<file path="src/rtl/dsp_conv_pkg.sv">
// Shared types and sizing helpers for the convolution kernel-load path.
// The FSM state encoding and the per-kernel word count live here so every user agrees on them.
package dsp_conv_pkg;

  typedef enum logic [1:0] {
    IDLE = 2'd0,
    LOAD = 2'd1,
    SWAP = 2'd2,
    DONE = 2'd3
  } krnl_state_t;

  // One kernel is KERN_SZ x KERN_SZ taps across every image plane.
  function automatic int krnl_words(input int kern_sz, input int img_d);
    return kern_sz * kern_sz * img_d;
  endfunction

endpackage

</file>
<file path="src/rtl/dsp_onehot_dec.sv">
// Binary tile index to one-hot tile vector; all bits stay low while i_en is low.
module dsp_onehot_dec #(
  parameter int N = 8,
  parameter int W = 3
) (
  input  logic         i_en,
  input  logic [W-1:0] i_idx,
  output logic [N-1:0] o_onehot
);

  generate
    for (genvar gi = 0; gi < N; gi++) begin : g_bit
      assign o_onehot[gi] = i_en && (i_idx == W'(gi));
    end
  endgenerate

endmodule

</file>
<file path="src/rtl/dsp_krnl_load_ctrl.sv">
// Streams one kernel's weight words into a single tile's kernel BRAM bank, then
// optionally pulses that tile's kernel-swap strobe and reports completion.
module dsp_krnl_load_ctrl
  import dsp_conv_pkg::*;
#(
  parameter int NUM_TILES = 480,
  parameter int KERN_SZ   = 3,
  parameter int IMG_D     = 6,
  parameter int A_W       = 14,
  parameter int M_W       = 18,
  localparam int KRNL_WORDS = krnl_words(KERN_SZ, IMG_D),
  localparam int TILE_W     = $clog2(NUM_TILES)
) (
  input  logic                 clk,
  input  logic                 rst,
  input  logic                 ce,
  input  logic                 cmd_valid,
  output logic                 cmd_ready,
  input  logic [TILE_W-1:0]    cmd_tile,
  input  logic                 cmd_bank,
  input  logic                 cmd_swap,
  input  logic                 s_valid,
  output logic                 s_ready,
  input  logic [M_W-1:0]       s_data,
  output logic [A_W-1:0]       krnl_wraddr,
  output logic [M_W-1:0]       krnl_wrdata,
  output logic [NUM_TILES-1:0] krnl_bram1_wren,
  output logic [NUM_TILES-1:0] krnl_bram2_wren,
  output logic [NUM_TILES-1:0] ld_new_kernel,
  output logic                 busy,
  output logic                 done,
  output logic                 cmd_err
);

  localparam int                 CNT_W    = $clog2(KRNL_WORDS + 1);
  localparam logic [CNT_W-1:0]   LAST_CNT = CNT_W'(KRNL_WORDS - 1);
  // One extra bit so a power-of-two tile count still compares correctly.
  localparam logic [TILE_W:0]    TILE_LIM = (TILE_W + 1)'(NUM_TILES);

  krnl_state_t          r_state;
  krnl_state_t          w_state_next;
  logic [CNT_W-1:0]     r_word_cnt;
  logic [TILE_W-1:0]    r_tile;
  logic                 r_bank;
  logic                 r_swap;
  logic [A_W-1:0]       r_wraddr;
  logic [M_W-1:0]       r_wrdata;
  logic [NUM_TILES-1:0] r_bram1_wren;
  logic [NUM_TILES-1:0] r_bram2_wren;
  logic [NUM_TILES-1:0] r_ld_new;
  logic                 r_done;
  logic                 r_cmd_err;

  logic [NUM_TILES-1:0] w_tile_oh;
  logic                 w_cmd_ready;
  logic                 w_s_ready;
  logic                 w_cmd_fire;
  logic                 w_tile_ok;
  logic                 w_beat;
  logic                 w_last;

  dsp_onehot_dec #(
    .N (NUM_TILES),
    .W (TILE_W)
  ) u_tile_dec (
    .i_en     (ce),
    .i_idx    (r_tile),
    .o_onehot (w_tile_oh)
  );

  // Handshakes are gated by rst so nothing is accepted on a reset edge.
  assign w_cmd_ready = (r_state == IDLE) && ce && !rst;
  assign w_s_ready   = (r_state == LOAD) && ce && !rst;
  assign w_cmd_fire  = cmd_valid && w_cmd_ready;
  assign w_tile_ok   = ({1'b0, cmd_tile} < TILE_LIM);
  assign w_beat      = s_valid && w_s_ready;
  assign w_last      = (r_word_cnt == LAST_CNT);

  always_ff @(posedge clk) begin
    if (rst) begin
      r_state <= IDLE;
    end else begin
      r_state <= w_state_next;
    end
  end

  always_comb begin
    w_state_next = r_state;
    if (ce) begin
      case (r_state)
        IDLE: begin
          if (w_cmd_fire && w_tile_ok) begin
            w_state_next = LOAD;
          end
        end
        LOAD: begin
          if (w_beat && w_last) begin
            w_state_next = r_swap ? SWAP : DONE;
          end
        end
        SWAP:    w_state_next = DONE;
        DONE:    w_state_next = IDLE;
        default: w_state_next = IDLE;
      endcase
    end
  end

  // Strobes default low each cycle; with ce low every update below is skipped,
  // so the strobes drop while the counter and latched command hold.
  always_ff @(posedge clk) begin
    if (rst) begin
      r_word_cnt   <= '0;
      r_tile       <= '0;
      r_bank       <= 1'b0;
      r_swap       <= 1'b0;
      r_wraddr     <= '0;
      r_wrdata     <= '0;
      r_bram1_wren <= '0;
      r_bram2_wren <= '0;
      r_ld_new     <= '0;
      r_done       <= 1'b0;
      r_cmd_err    <= 1'b0;
    end else begin
      r_bram1_wren <= '0;
      r_bram2_wren <= '0;
      r_ld_new     <= '0;
      r_done       <= 1'b0;
      r_cmd_err    <= 1'b0;
      if (w_cmd_fire) begin
        if (w_tile_ok) begin
          r_tile     <= cmd_tile;
          r_bank     <= cmd_bank;
          r_swap     <= cmd_swap;
          r_word_cnt <= '0;
        end else begin
          r_cmd_err <= 1'b1;
        end
      end
      if (w_beat) begin
        r_wraddr <= A_W'(r_word_cnt);
        r_wrdata <= s_data;
        if (r_bank) begin
          r_bram2_wren <= w_tile_oh;
        end else begin
          r_bram1_wren <= w_tile_oh;
        end
        // The final word leaves the counter parked rather than wrapping.
        if (!w_last) begin
          r_word_cnt <= r_word_cnt + CNT_W'(1);
        end
      end
      if (ce && (r_state == SWAP)) begin
        r_ld_new <= w_tile_oh;
      end
      if (ce && (r_state == DONE)) begin
        r_done <= 1'b1;
      end
    end
  end

  assign cmd_ready       = w_cmd_ready;
  assign s_ready         = w_s_ready;
  assign busy            = (r_state != IDLE);
  assign krnl_wraddr     = r_wraddr;
  assign krnl_wrdata     = r_wrdata;
  assign krnl_bram1_wren = r_bram1_wren;
  assign krnl_bram2_wren = r_bram2_wren;
  assign ld_new_kernel   = r_ld_new;
  assign done            = r_done;
  assign cmd_err         = r_cmd_err;

endmodule

</file>
<file path="config.mk">
export PLATFORM = sky130hd
export DESIGN_NAME = dsp_krnl_load_ctrl
export DESIGN_NICKNAME = d
export VERILOG_FILES = /design/src/rtl/dsp_conv_pkg.sv /design/src/rtl/dsp_onehot_dec.sv /design/src/rtl/dsp_krnl_load_ctrl.sv
export SDC_FILE = /design/constraint.sdc
export NUM_CORES = 2
export LEC_CHECK = 0
export ABC_CLOCK_PERIOD_IN_PS = 3700
export CORE_AREA = 2 2 584 586
export CTS_CLUSTER_DIAMETER = 200
export DETAILED_ROUTE_END_ITERATION = 6
export DIE_AREA = 0 0 586 588
export REMOVE_ABC_BUFFERS = 1
export SYNTH_ARGS = -nofsm -noshare
export SYNTH_HDL_FRONTEND = slang
export SYNTH_HIERARCHICAL = 1
export SYNTH_SLANG_ARGS = --single-unit
</file>
<file path="constraint.sdc">
create_clock -name clk -period 3.7 [get_ports clk]
set_clock_uncertainty 0.1 [all_clocks]
set_input_delay 0.74 -clock clk [delete_from_list [all_inputs] [get_ports clk]]
set_output_delay 0.74 -clock clk [all_outputs]
set_load 0.03 [all_outputs]
</file>
Word level (Yosys, flattened, before mapping). Cells that the tools add are included.

Bits in writable memories: 0. Memory bits (read-only): 0. Register bits after elaboration: 1485. Memories kept: 0. Bits in latches: 0. Word-level logic and storage cells: 1013. Output and inout port bits: 1477. Bits of input ports: 34.

Reduce and logical (&&, ||, !) cells: 500. Bitwise gates (word level): 4. Shifts and indexed selects: 0. Div/mod/pow operators: 0. Muxes and demuxes: 10. Magnitude comparators: 1. Equality and inequality tests: 485. $add $sub $neg: 1. Multiply operators: 0.

Operators by type and width (number): $eq 9x9->1 const B (224); $eq 9x8->1 const B (128); $eq 9x7->1 const B (64); $logic_and 1x1->1 (490); $eq 9x6->1 const B (32); $eq 9x5->1 const B (16); $eq 9x4->1 const B (8); $eq 9x3->1 const B (4); $mux 6 (4); $eq 9x2->1 const B (2); $eq 9x1->1 const B (1); $logic_not 9->1 (1); $lt 9x9->1 const B (1); $pmux 2 s4 (1); $add 6x1->6 const B (1); $eq 6x6->1 const B (1); $reduce_or 3->1 (2); $eq 2x2->1 const B (2); $mux 2 (2); $ne 2x1->1 const B (2); $not 1->1 (4); $reduce_or 2->1 (2); $mux 1 (3); $reduce_and 3->1 (1); 5 further kinds (5).

Longest topological paths before layout.
Depth after elaboration: 7. Gate-level depth with buffers: 8. Mapped depth without buffers: 6.

Cells and area by module. Netlist, hierarchy kept.

Modules (own cells, without submodules): dsp_krnl_load_ctrl (area an instance 40822.9 um^2, times used 1, cells an instance 3371); dsp_onehot_dec (area an instance 4103.9 um^2, times used 1, cells an instance 671).

Worst setup path before layout. No wires, ideal clock.

Path kind: input-to-output. From: in ce. To: out s_ready. Arrival: 1732 ps. Cell stages on the path: 5. Buffers on the path: 2. Setup slack: 1128 ps. Cell sequence: inv_2 -> nor2_1 -> clkbuf_1 -> clkbuf_1 -> and2_1.

Longest elaborated chain between the ends: 2.

RTL lines: start, declared (RTL line dsp_krnl_load_ctrl.sv:16) `input logic ce,`; $logic_and 1x1->1 (2 in a row) (RTL line dsp_krnl_load_ctrl.sv:73) `assign w_s_ready = (r_state == LOAD) && ce && !rst;`; end, declared (RTL line dsp_krnl_load_ctrl.sv:23) `output logic s_ready,`.

Every way passes these cells.

Worst setup path after layout.
From: reg r_state[0]. To: out busy.

Longest elaborated chain between the ends: 1.

RTL lines: start, declared (RTL line dsp_krnl_load_ctrl.sv:40) `krnl_state_t r_state;`; start signal, assigned (RTL line dsp_krnl_load_ctrl.sv:83) `r_state <= w_state_next;`; $reduce_bool 2->1 (RTL line dsp_krnl_load_ctrl.sv:163) `assign busy = (r_state != IDLE);`; end, declared (RTL line dsp_krnl_load_ctrl.sv:30) `output logic busy,`.

Every way passes these cells.

==> results <==
- From left edge to right edge, the die measures 586 µm.
- After the last flow step, the layout net total stands at 5634.
- The origin of the critical flop-to-flop path is r_tile[6].
- The worst hold path was traced through 2 stages.
- The clock group share of total power is 51.9%.
- Traced cell by cell, the critical path runs through inv_1, ha_1, inv_1, clkdlybuf4s50_1.
- The initial antenna violation count is 64.
- The via count of the first global-routing pass is 36698.
- Power spread over the standard cell area amounts to 478 mW/mm².
- Once placement finished, the instance area stood at 0.0670 mm².
- The number of buffers added by the clock tree synthesis step is 176.
- The clock latency on the worst-skew pair is 0.87 ns.
- The detailed-route DRC error count is 0.
- The number of standard cells in the final layout excluding fillers is 10296.
- The largest individual stage delay along the critical path comes from the cell sky130_fd_sc_hd__clkdlybuf4s50_1.
- Registers are responsible for 45.9% of the overall power.
- The netlist uses 41 different library cells.
- Dividing the final minimum period by the clock period gives 92.8%.
- STA classifies the critical path endpoint as an output pin.
- STA classifies the critical path startpoint as a flop.
- During placement, the flow inserted port buffers numbering 1502.
- The largest stage delay on the critical path is 0.85 ns.
- The worst-case vdd ir drop is 0.373 mV.
- Dividing the detail-routed wire length by the instance count gives 31.6 µm.
- The launch point of the worst hold path is rst.
- Derived from the worst setup path, the maximum achievable clock frequency is 0.291 GHz.
- The measured slew at the worst slew-check pin is 1.09 ns.
- In this run the cell area of the synthesized design comes to 0.0449 mm².
- The floorplan has 214 rows.
- The number of sinks on the clock net is 1485.
- The family of cells with the greatest summed delay on the critical path is buffers and inverters.
- The run finished with clean final reports.
- The area growth from synthesis to layout is 62.5%.
- The via-per-instance ratio is 3.69.
- The reg-to-reg critical path endpoint is krnl_bram2_wren[74].
- In the synthesized netlist the async set-or-reset flop fraction comes to 0%.
- The total negative setup slack is 0 ns.
- TritonCTS built the clock tree.
- Once the floorplan was initialized, standard cells occupied 13.3% of the core.
- In this run, synthesis inferred 0 flip-flops with an integrated enable.
- The total setup violations reported at the end of the flow is 0.
- The tightest min-delay check is of the input pin to flop type.
- Detailed placement ended at an HPWL of 254000 µm.
- The tree is rooted in a sky130_fd_sc_hd__clkbuf_16.
- The violation count after the first detailed-routing iteration is 3168.
- The number of hold violations in the final report is 0.
- Counting every instance in the synthesized netlist gives 4042.
- Hold repair after CTS inserted 0 buffers.
- Once layout is done, the placed cells without fillers occupy 0.0730 mm².
- Entering global routing, the biggest net connects 137 pins.
- The combinational share of power is 2.1%.
- The total number of vias is 37956.
- The combined buffer and inverter count along the critical path is 3.
- In the layout the commonest cells are sky130_fd_sc_hd__clkdlybuf4s50_1 (1490), sky130_fd_sc_hd__dfxtp_1 (1480), sky130_fd_sc_hd__and3_1 (961).
- The arrival time of the worst setup path is 2.59 ns.
- In this run the worst path has a maximum fanout of 6.
- The sequential area share after synthesis is 66.2%.
- For the worst flop-to-flop path, the logic depth is 4.
- The most common cell after layout, fill and taps aside is sky130_fd_sc_hd__clkdlybuf4s50_1.
- The most frequently used flop master after synthesis is sky130_fd_sc_hd__dfxtp_1.
- In this run the post-CTS setup repair buffer count came out at 0.
- Counting along the longest clock path gives a buffer depth of 4.
- The endpoint required time on the critical path is 2.86 ns.
- At the end of routability-driven placement, the weighted congestion stood at 0.870.
- Setup repair after global routing left no endpoint under its margin.
- The first global-routing pass estimated 407000 µm of wire.
- Net switching is 23.5% of the power.
- The number of search-and-repair iterations in the first detailed-routing pass is 7.
- Across the run, the number of max-cap violations was 0.
- The synthesized design contains 1485 register bits.
- For this design the top-level I/O count stands at 1511.
- In the final layout, flip-flops and latches occupy 0.0297 mm².
- The routed wire length is 326000 µm.
- The die covers 0.345 mm².
- Measured along the y axis, the die boundary spans 588 µm.
- The area of combinational cells with multiple inputs is 0.0135 mm².
- The path with the worst hold slack has its endpoint at r_swap.
- The fraction of layout instances using a drive strength above 1 is 13.9%.
- After detailed placement, the design holds a cell count of 9951.
- The H-tree was split into 4 levels.
- After global routing the overflow that remains totals 0.
- Summed over all nets, the switching power comes to 8190 µW.
- The internal power of the cells is 26700 µW.
- The area of the core region is 0.338 mm².
- The number of warnings printed during yosys synthesis is 6.
- The count of pins over their slew limit is 0.
- The number of gates resized after CTS was 0.
- The flop-to-flop setup slack is 0.79 ns.
- Across every metal layer, demand over resource in global routing totals 18.1%.
- The worst hold margin is 0.273 ns.
- The most numerous cell on the critical path is sky130_fd_sc_hd__inv_1.
- The tightest slew margin relative to the limit is 27.2%.
- The number of fill cells is 36794.
- The average instance area after synthesis is 11.1 µm².
- The remaining number of nets flagged by the antenna check after routing is 0.
- After layout, the minimum clock period comes to 3.43 ns.
- The clock-pin slew on the worst setup and hold paths is 0.06 ns.
- The kind of critical path is flop to output pin.
- At the end of the flow the core is filled with cells to 21.6%.
- The leakage power summed over all cells is 0.0295 µW.
[flip-flops by register name, indices dropped and copies added, names as in the netlist]
signal           cells
krnl_bram2_wren    480
cmd_err              1
r_word_cnt           6
krnl_wrdata         18
r_swap               1
r_state              2
krnl_wraddr          6
ld_new_kernel      480
r_bank               1
done                 1
krnl_bram1_wren    480
r_tile               9
[stage by stage]
step / setup WS (ns) / power (µW)
finish: 0.268 / 34900
CTS: 0.142 / 35400
detailed placement: -0.129 / 17100
floorplan: -17.16 / 16600
global route: 0.0445 / 36000
global placement: -0.175 / 17100
[worst max path at each step]
stage          cells past startpoint  startpoint              endpoint
2_1_floorplan                      2      r_bank    krnl_bram1_wren[0]
3_3_place_gp                       6          ce  krnl_bram2_wren[160]
3_5_place_dp                       6          ce  krnl_bram2_wren[160]
4_1_cts                            4  r_state[0]                  busy
5_1_grt                            4  r_state[0]                  busy
6_report                           4  r_state[0]                  busy
[synthesized netlist by cell type (2+ instances only)]
cell / count / area, µm²
sky130_fd_sc_hd__a21oi_1: 36 / 180
sky130_fd_sc_hd__a311oi_1: 2 / 17.5
sky130_fd_sc_hd__a31oi_1: 2 / 12.5
sky130_fd_sc_hd__and2_1: 482 / 3020
sky130_fd_sc_hd__and3_1: 961 / 6010
sky130_fd_sc_hd__buf_1: 32 / 120
sky130_fd_sc_hd__buf_12: 3 / 60.1
sky130_fd_sc_hd__buf_2: 96 / 480
sky130_fd_sc_hd__buf_4: 12 / 90.1
sky130_fd_sc_hd__buf_6: 15 / 169
sky130_fd_sc_hd__clkbuf_1: 290 / 1090
sky130_fd_sc_hd__dfxtp_1: 1485 / 29700
sky130_fd_sc_hd__ha_1: 7 / 87.6
sky130_fd_sc_hd__inv_1: 6 / 22.5
sky130_fd_sc_hd__mux2i_1: 2 / 20.0
sky130_fd_sc_hd__nand2_1: 67 / 251
sky130_fd_sc_hd__nand2b_1: 6 / 37.5
sky130_fd_sc_hd__nand3_1: 7 / 35.0
sky130_fd_sc_hd__nand4_1: 3 / 18.8
sky130_fd_sc_hd__nand4b_1: 9 / 78.8
sky130_fd_sc_hd__nand4bb_1: 9 / 101
sky130_fd_sc_hd__nor2_1: 3 / 11.3
sky130_fd_sc_hd__nor3_1: 354 / 1770
sky130_fd_sc_hd__nor3_2: 128 / 1280
sky130_fd_sc_hd__o21ai_0: 2 / 10.0
sky130_fd_sc_hd__o221a_2: 4 / 45.0
sky130_fd_sc_hd__or4b_1: 5 / 50.1
[logic make-up (layout without fill, tap and decap cells)]
logic type | count (synthesis) | count (layout) | synth area share [%]
other | 1 | 39 | 0.00835
AOI/OAI and AO/OA | 50 | 50 | 0.674
muxes | 2 | 2 | 0.0446
DFF | 1485 | 1485 | 66.2
buffers and inverters | 455 | 2135 | 4.53
and+or+nand+nor | 2042 | 2042 | 28.4
adders and majority gates | 7 | 7 | 0.195
[layer usage]
layer	global-route usage, %	part of all wire (%)
met1	21.2	39
met2	28.5	45
met3	8.94	13
met4	5.79	3.1
met5	0	0
[layout make-up]
type / instances / share of cell area, %
inverters: 7 / 0.0360
well taps: 4536 / 7.77
multi-input cells: 2109 / 18.4
clock inverters: 91 / 1.40
repair buffers: 1814 / 24.8
diodes: 31 / 0.106
clock buffers: 223 / 6.75
flip-flops and latches: 1485 / 40.7
[power groups by stage]
stage	Clock [µW]	Combinational [µW]	Sequential, µW
final	18100	744	16000
after global routing	19200	778	16000
after CTS	18600	755	16000
after detailed placement	0	755	16400
after global placement	0	757	16400
after floorplan	0	240	16400
No activity file was read; power rests on OpenSTA's default activity.
